==> config.mk <==
export PLATFORM = sky130hd
export DESIGN_NAME = hpm_counter_bank
export DESIGN_NICKNAME = d
export VERILOG_FILES = /design/src/rtl/hpm_counter_bank.sv
export SDC_FILE = /design/constraint.sdc
export NUM_CORES = 1
export LEC_CHECK = 0
export ABC_CLOCK_PERIOD_IN_PS = 4200
export CAP_MARGIN = 15
export CORE_MARGIN = 3
export CORE_UTILIZATION = 35
export DETAILED_ROUTE_END_ITERATION = 12
export PLACE_DENSITY = 0.55
export SLEW_MARGIN = 0
export SYNTH_ARGS = -nofsm -noshare
export SYNTH_HDL_FRONTEND = slang
export SYNTH_SLANG_ARGS = --single-unit
export TNS_END_PERCENT = 1
==> constraint.sdc <==
create_clock -name clk -period 4.2 [get_ports clk]
set_input_delay 1.05 -clock clk [delete_from_list [all_inputs] [get_ports clk]]
set_output_delay 1.05 -clock clk [all_outputs]
set_load 0.01 [all_outputs]
==> src/rtl/hpm_counter_bank.sv <==
// Bank of NUM_CTRS performance counters with event selectors, inhibit mask and sticky overflow flags.
// Optional HPM_OVF_IRQ_EN adds per-counter irq enables and a registered overflow interrupt.
module hpm_counter_bank #(
  parameter int NUM_CTRS   = 4,
  parameter int CTR_WIDTH  = 64,
  parameter int NUM_EVENTS = 8,
  localparam int IDX_W = (NUM_CTRS > 1) ? $clog2(NUM_CTRS) : 1,
  localparam int SEL_W = $clog2(NUM_EVENTS + 1)
) (
  input  logic                  clk,
  input  logic                  reset,
  input  logic                  csr_we,
  input  logic [IDX_W-1:0]      csr_idx,
  input  logic [1:0]            csr_field,
  input  logic [31:0]           csr_wd,
  output logic [31:0]           csr_rd,
  input  logic [NUM_EVENTS-1:0] events,
  output logic [NUM_CTRS-1:0]   ovf,
  output logic                  ovf_irq
);

  localparam logic [CTR_WIDTH-1:0] LO_MASK = CTR_WIDTH'(33'h0_FFFF_FFFF);
  localparam bit HAS_HI = (CTR_WIDTH > 32);

  logic [CTR_WIDTH-1:0] cnt     [NUM_CTRS];
  logic [CTR_WIDTH-1:0] cnt_nxt [NUM_CTRS];
  logic [SEL_W-1:0]     sel     [NUM_CTRS];
  logic [SEL_W-1:0]     sel_nxt [NUM_CTRS];
  logic [NUM_CTRS-1:0]  ovf_nxt;
  logic [NUM_CTRS-1:0]  inhibit;
  logic [NUM_CTRS-1:0]  hit;
  logic [NUM_EVENTS:0]  ev_pad;
  logic [CTR_WIDTH-1:0] wd_ext;
  logic                 idx_ok;

  // Selector value 0 maps onto the padded zero bit, so it never counts.
  assign ev_pad = {events, 1'b0};
  assign wd_ext = CTR_WIDTH'(csr_wd);
  assign idx_ok = (32'(csr_idx) < NUM_CTRS);

  always_comb begin
    hit = '0;
    for (int i = 0; i < NUM_CTRS; i++) begin
      if (!inhibit[i] && (32'(sel[i]) <= NUM_EVENTS)) hit[i] = ev_pad[sel[i]];
    end
  end

  always_comb begin
    ovf_nxt = ovf;
    for (int i = 0; i < NUM_CTRS; i++) begin
      cnt_nxt[i] = cnt[i];
      sel_nxt[i] = sel[i];
      if (csr_we && idx_ok && (32'(csr_idx) == i) && (csr_field == 2'd0)) begin
        cnt_nxt[i] = (cnt[i] & ~LO_MASK) | wd_ext;
      end else if (csr_we && idx_ok && (32'(csr_idx) == i) && (csr_field == 2'd1) && HAS_HI) begin
        cnt_nxt[i] = (cnt[i] & LO_MASK) | (wd_ext << 32);
      end else if (hit[i]) begin
        cnt_nxt[i] = cnt[i] + CTR_WIDTH'(1);
      end
      if (csr_we && idx_ok && (32'(csr_idx) == i) && (csr_field == 2'd2)) begin
        sel_nxt[i] = csr_wd[SEL_W-1:0];
        if (csr_wd[31]) ovf_nxt[i] = 1'b0;
      end
      // A wrap only counts when the increment actually happened; set beats W1C.
      if (hit[i] && (&cnt[i]) && (cnt_nxt[i] == '0)) ovf_nxt[i] = 1'b1;
    end
  end

  always_ff @(posedge clk) begin
    if (reset) begin
      for (int i = 0; i < NUM_CTRS; i++) begin
        cnt[i] <= '0;
        sel[i] <= '0;
      end
      ovf     <= '0;
      inhibit <= '0;
    end else begin
      for (int i = 0; i < NUM_CTRS; i++) begin
        cnt[i] <= cnt_nxt[i];
        sel[i] <= sel_nxt[i];
      end
      ovf <= ovf_nxt;
      if (csr_we && (csr_field == 2'd3)) inhibit <= csr_wd[NUM_CTRS-1:0];
    end
  end

`ifdef HPM_OVF_IRQ_EN
  logic [NUM_CTRS-1:0] irq_en;

  always_ff @(posedge clk) begin
    if (reset) begin
      irq_en  <= '0;
      ovf_irq <= 1'b0;
    end else begin
      ovf_irq <= |(ovf & irq_en);
      if (csr_we && (csr_field == 2'd3)) irq_en <= csr_wd[16 +: NUM_CTRS];
    end
  end
`else
  assign ovf_irq = 1'b0;
`endif

  always_comb begin
    csr_rd = '0;
    case (csr_field)
      2'd0: if (idx_ok) csr_rd = cnt[csr_idx][31:0];
      2'd1: if (idx_ok) csr_rd = 32'(cnt[csr_idx] >> 32);
      2'd2: if (idx_ok) begin
        csr_rd[SEL_W-1:0] = sel[csr_idx];
        csr_rd[31]        = ovf[csr_idx];
      end
      default: begin
        csr_rd[NUM_CTRS-1:0] = inhibit;
`ifdef HPM_OVF_IRQ_EN
        csr_rd[16 +: NUM_CTRS] = irq_en;
`endif
      end
    endcase
  end

endmodule

### Word level (Yosys, flattened, before mapping)

Memories as Yosys holds them, arrays and structs flattened.
Cells that the tools add are included.

* bitwise logic cells: 16
* shift-type cells: 0
* divide/modulo/power cells: 0
* multipliers: 0
* equality and inequality tests: 6
* order comparisons: 9
* reductions and logical operators: 55
* add/sub/neg operators: 4
* muxes and demuxes: 53

Operators by type and width (number)
* $mux 64: 16
* $add 64x1->64 const B: 4
* $logic_not 64->1: 4
* $or 32x64->64: 4
* $or 64x32->64: 4
* $reduce_and 64->1: 4
* $pmux 27 s2: 1
* $mux 4: 8
* $logic_and 1x1->1: 29
* $mux 1: 21
* $lt 4x5->1 const B: 4
* $bmux 1 s4: 4
* $le 4x4->1 const B: 4
* $reduce_bool 2->1: 8
* $pmux 4 s3: 1
* $eq 2x2->1 const B: 4
* $or 1x1->1: 8
* $reduce_and 2->1: 4
* $eq 2x1->1 const B: 2
* $logic_not 1->1: 4
* $logic_not 2->1: 2
* $lt 2x3->1 const B: 1
* $pmux 1 s3: 1
* $bmux 1 s2: 1

* input port bits: 47
* memory bits (writable): 272
* bits in read-only memories: 0
* bits in latches: 0
* logic and storage cells: 150
* memories kept: 2
* register bits after elaboration: 8

Memories
* cnt: depth 4, bits a word 64, rd ports 5, clocked after Yosys merged registers in 0, wr ports 4, RTL line 25 `logic [CTR_WIDTH-1:0] cnt [NUM_CTRS];`
* sel: depth 4, bits a word 4, rd ports 5, clocked after Yosys merged registers in 0, wr ports 4, RTL line 27 `logic [SEL_W-1:0] sel [NUM_CTRS];`

### Depth between registers and ports, before layout

An unclocked memory read counts as a cell.

* word-level depth: 11
* mapped depth: 11

### Worst setup path after synthesis

Ideal clock, no wire load.

* kind: input-to-output
* start point: input csr_idx[0]
* end point: output csr_rd[0]
* path buffers: 3
* path slack: 0.153 ns
* cell stages on the path: 5
* arrival time: 2.997 ns
* path through: buf_2 -> buf_1 -> buf_1 -> mux4_2 -> mux4_2

* cells in the longest elaborated chain, start to end: 2

RTL lines
* start: declaration: RTL line 13 `input logic [IDX_W-1:0] csr_idx,`
* $mem_v2 4x4 or $mem_v2 4x64 (tied branches)
* $pmux 4 s3 *: RTL line 105 `case (csr_field)`
* end: declaration: RTL line 16 `output logic [31:0] csr_rd,`

Mark *: on every way between the ends. The rest lies on a longest branch, timed or not.

### Worst setup path in the final report

Same ends and word-level chain as after synthesis.

==> results by group <==
Run status
  • Outcome: complete, no violations

Clocking
  • Clock transition at the registers of the reported paths: 60 ps
  • Insertion delay to the later sink of the worst-skew pair: about 570 ps
  • Max Buffers Root-to-Sink: 3
  • Clock Sinks: 280
  • CTS root buf: sky130_fd_sc_hd__clkbuf_16
  • Number of buffers added by the clock tree synthesis step: 37
  • Htree depth: 2
  • TritonCTS clock tree: done
  • Number of setup buffers added after CTS: 0

Route
  • Count of routing violations after the opening detailed-route iteration: 3,034
  • Number of optimization iterations in the first detailed-route pass: 6
  • Via total after detailed routing: just over 20,000
  • Average via count per standard cell: between 6 and 7
  • Post-DRT Antenna Nets: 0
  • Routed len/inst: just over 30 um
  • Post-detailed-route DRC marker count: 0
  • Wire length reported by the detailed router: between 90,000 and 100,000 um

Timing
  • Max Freq: about 240 MHz
  • Setup violation total in the final timing report: 0
  • Final worst slack: approximately 94 ps
  • Setup repair after global routing missed its margin: no
  • Clock tree skew after final layout: a little under 30 ps
  • Max-slew violation count: 0
  • Headroom to the max-slew limit: 0.249
  • Post-route minimum period: around 4000 ps
  • Period utilization: 0.978
  • Final Hold Violating Endpoints: 0
  • Transition time of the tightest slew-check pin: ~1100 ps

Logic synthesis
  • Distinct cell type count of the synthesized netlist: between 90 and 100
  • Netlist Area Pre-Place: 18,900 sq um
  • Async set-or-reset flop fraction in the synthesized netlist: 0
  • Synthesized instance count: approximately 2,300
  • Syn nets: approximately 2,400
  • Count of flip-flops with a built-in enable after synthesis: 0
  • Primary flip-flop cell chosen by synthesis mapping: sky130_fd_sc_hd__dfxtp_1
  • Sequential-to-total area share from yosys stat: 0.297
  • Number of register bits inferred by synthesis: 280
  • Count of yosys warnings during synthesis: 0
  • Mean post-synth cell area: just over 8 sq um

Placed design
  • Count of buffers inserted at the top-level ports: 82
  • Number of instances in the placed design: approximately 3,100
  • Half-perimeter wire length after placement: about 74,000 um
  • Placed cell areas: between 20,000 and 25,000 sq um
  • Post-placement worst setup slack: -117 ps
  • Gpl congestion: between 1 and 1.5

Critical path
  • Arrival @ worst endpoint: between 3000 and 4000 ps
  • FF-to-FF setup slack: ~730 ps
  • Kind of launch point of the worst setup path: primary input
  • Worst setup EP type: output port
  • Worst-path maximum fanout: 12
  • Worst EP required: around 3200 ps
  • Crit Path Category: in -> out

Floorplan
  • Initial cell density of the core: 0.356
  • Total number of placement rows: 84
  • Vertical extent of the die: 238 um
  • Ports: between 80 and 90
  • Width of the die: approximately 240 um
  • Area of the core: 53,000 sq um
  • Die Outline Area: 56,700 sq um

Final layout
  • Filler cell count in the final layout: 5,340
  • Register cell area after layout: 5610 sq um
  • Ratio of cells with drive above 1 in the final layout: 0.153
  • Non-filler cells, final: ~3,200
  • Footprint of the multi-input gates: between 10,000 and 15,000 sq um
  • Final #Nets: ~2,500
  • Final Instance Area: between 20,000 and 25,000 sq um
  • Relative area change from synthesis to final layout: 19.0%

Global route
  • Final global-route overflow total: 0
  • Antenna violations before repair: 3
  • Largest net degree at the start of global routing: around 110
  • Global Route Usage Sum: 0.337
  • Via count of the first global-routing pass: just under 20,000
  • Wire length of the first global-routing pass: between 100,000 and 150,000 um

Job
  • Max Cap Violations: 0

Worst hold path
  • Class of the tightest hold or removal check: reg -> reg

Power and ir drop
  • Leakage dissipation: roughly 7.3 nW
  • Max VDD drop: between 0.0002 and 0.00025 V
  • Pwr/cell area: 302 nW/um^2
-- sequential cells by signal, summed over array words and instances, names as in the netlist --
register and cells:
cnt 256, ovf 4, inhibit 4, sel 16
-- worst max-delay path: stages --
cell	delay, ps
sky130_fd_sc_hd__buf_6	220
sky130_fd_sc_hd__buf_4	250
sky130_fd_sc_hd__mux4_2	530
sky130_fd_sc_hd__mux4_2	480
sky130_fd_sc_hd__clkdlybuf4s50_1	510
-- final timing paths --
check / from / endpoint / cells after the start
setup reg to reg: cnt[3][11]$_SDFF_PP0_ / cnt[3][63]$_SDFF_PP0_ / 8
setup / recovery: csr_idx[0] / csr_rd[0] / 5
hold / removal: sel[0][3]$_SDFFE_PP0P_ / sel[0][3]$_SDFFE_PP0P_ / 2
hold reg to reg: sel[0][3]$_SDFFE_PP0P_ / sel[0][3]$_SDFFE_PP0P_ / 2
-- what timing repair did --
item | in CTS | in global routing
hold buffers | 0 | 0
pin swaps | 0 | 0
endpoints found under the setup margin | 1 | 1
resized for setup | 2 | 1
-- cells in the mapped netlist, drive strengths merged (56+ instances only) --
cell type	number	area [sq um]
nor2	345	1300
dfxtp	280	5610
nand2	192	728
clkbuf	142	534
a211oi	141	1060
nand3	126	631
a21oi	100	512
o21ai	83	415
mux4	74	1670
nand4	66	425
nor3	64	368
xor2	59	517
mux2i	56	561
xnor2	56	490
-- logic make-up after synthesis --
group | after synthesis | synth area share
AO/OA/AOI/OAI | 535 | 0.195
buffers and inverters | 217 | 0.0440
adder cells (fa/ha/maj) | 4 | 0.00265
flip-flops | 280 | 0.297
AND/OR/NAND/NOR | 1052 | 0.282
multiplexers | 142 | 0.125
other | 1 | 0.000199
XOR/XNOR | 115 | 0.0534
-- power by group --
part / total (mW) / internal [mW] / leakage [nW] / switching (mW)
Sequential: 2.80 / 2.71 / 2.26 / 0.0939
Clock: 3.31 / 1.96 / 0.612 / 1.35
Combinational: 0.655 / 0.245 / 4.47 / 0.410
Total: 6.77 / 4.91 / 7.34 / 1.85
-- layout by cell type, fill, tap and decap left out, drive strengths merged, types with 11 or more instances in the layout --
cell and instances:
nor2 345, dfxtp 280, nand2 192, buf 159, a211oi 141, nand3 126, a21oi 100, o21ai 83
clkdlybuf4s50 77, mux4 74, nand4 66, nor3 64, xor2 59, xnor2 56, mux2i 56, clkbuf 55
or3 50, nor4 49, a22oi 47, and3 41, a31oi 38, inv 33, nor2b 22, o31ai 21
and2 19, a311oi 17, and4 14, or4 13, a21o 12, mux2 12, o22ai 11, o211ai 11
-- cell type report --
type                       instances  area share
multi-input combinational       1849       0.558
tap                              688      0.0384
timing repair buffer             236      0.0940
antenna                            1    0.000112
clock inverter                    11     0.00485
inverter                          32     0.00535
sequential                       280       0.250
clock buffer                      55      0.0497
-- layer usage --
metal | global-route usage | vias to the layer above | share of wire
li1 | - | 8955 | -
met1 | 0.458 | 10068 | 0.40
met2 | 0.499 | 1402 | 0.42
met3 | 0.0703 | 283 | 0.11
met4 | 0.184 | 0 | 0.066
met5 | 0 | - | 0
-- through the flow --
| step | hold WS (ps) | setup TNS (ps) | util | power [mW] |
|---|---|---|---|---|
| 4_1_cts | 522 | 0 | 0.423 | 6.77 |
| 3_5_place_dp | 515 | -117 | 0.400 | 3.49 |
| 5_1_grt | 547 | 0 | 0.424 | 6.92 |
| 3_3_place_gp | 493 | -112 | 0.400 | 3.48 |
| 2_1_floorplan | 455 | 0 | - | 3.17 |
| 6_report | 521 | 0 | 0.424 | 6.77 |
(Power assumes the default switching activity.)
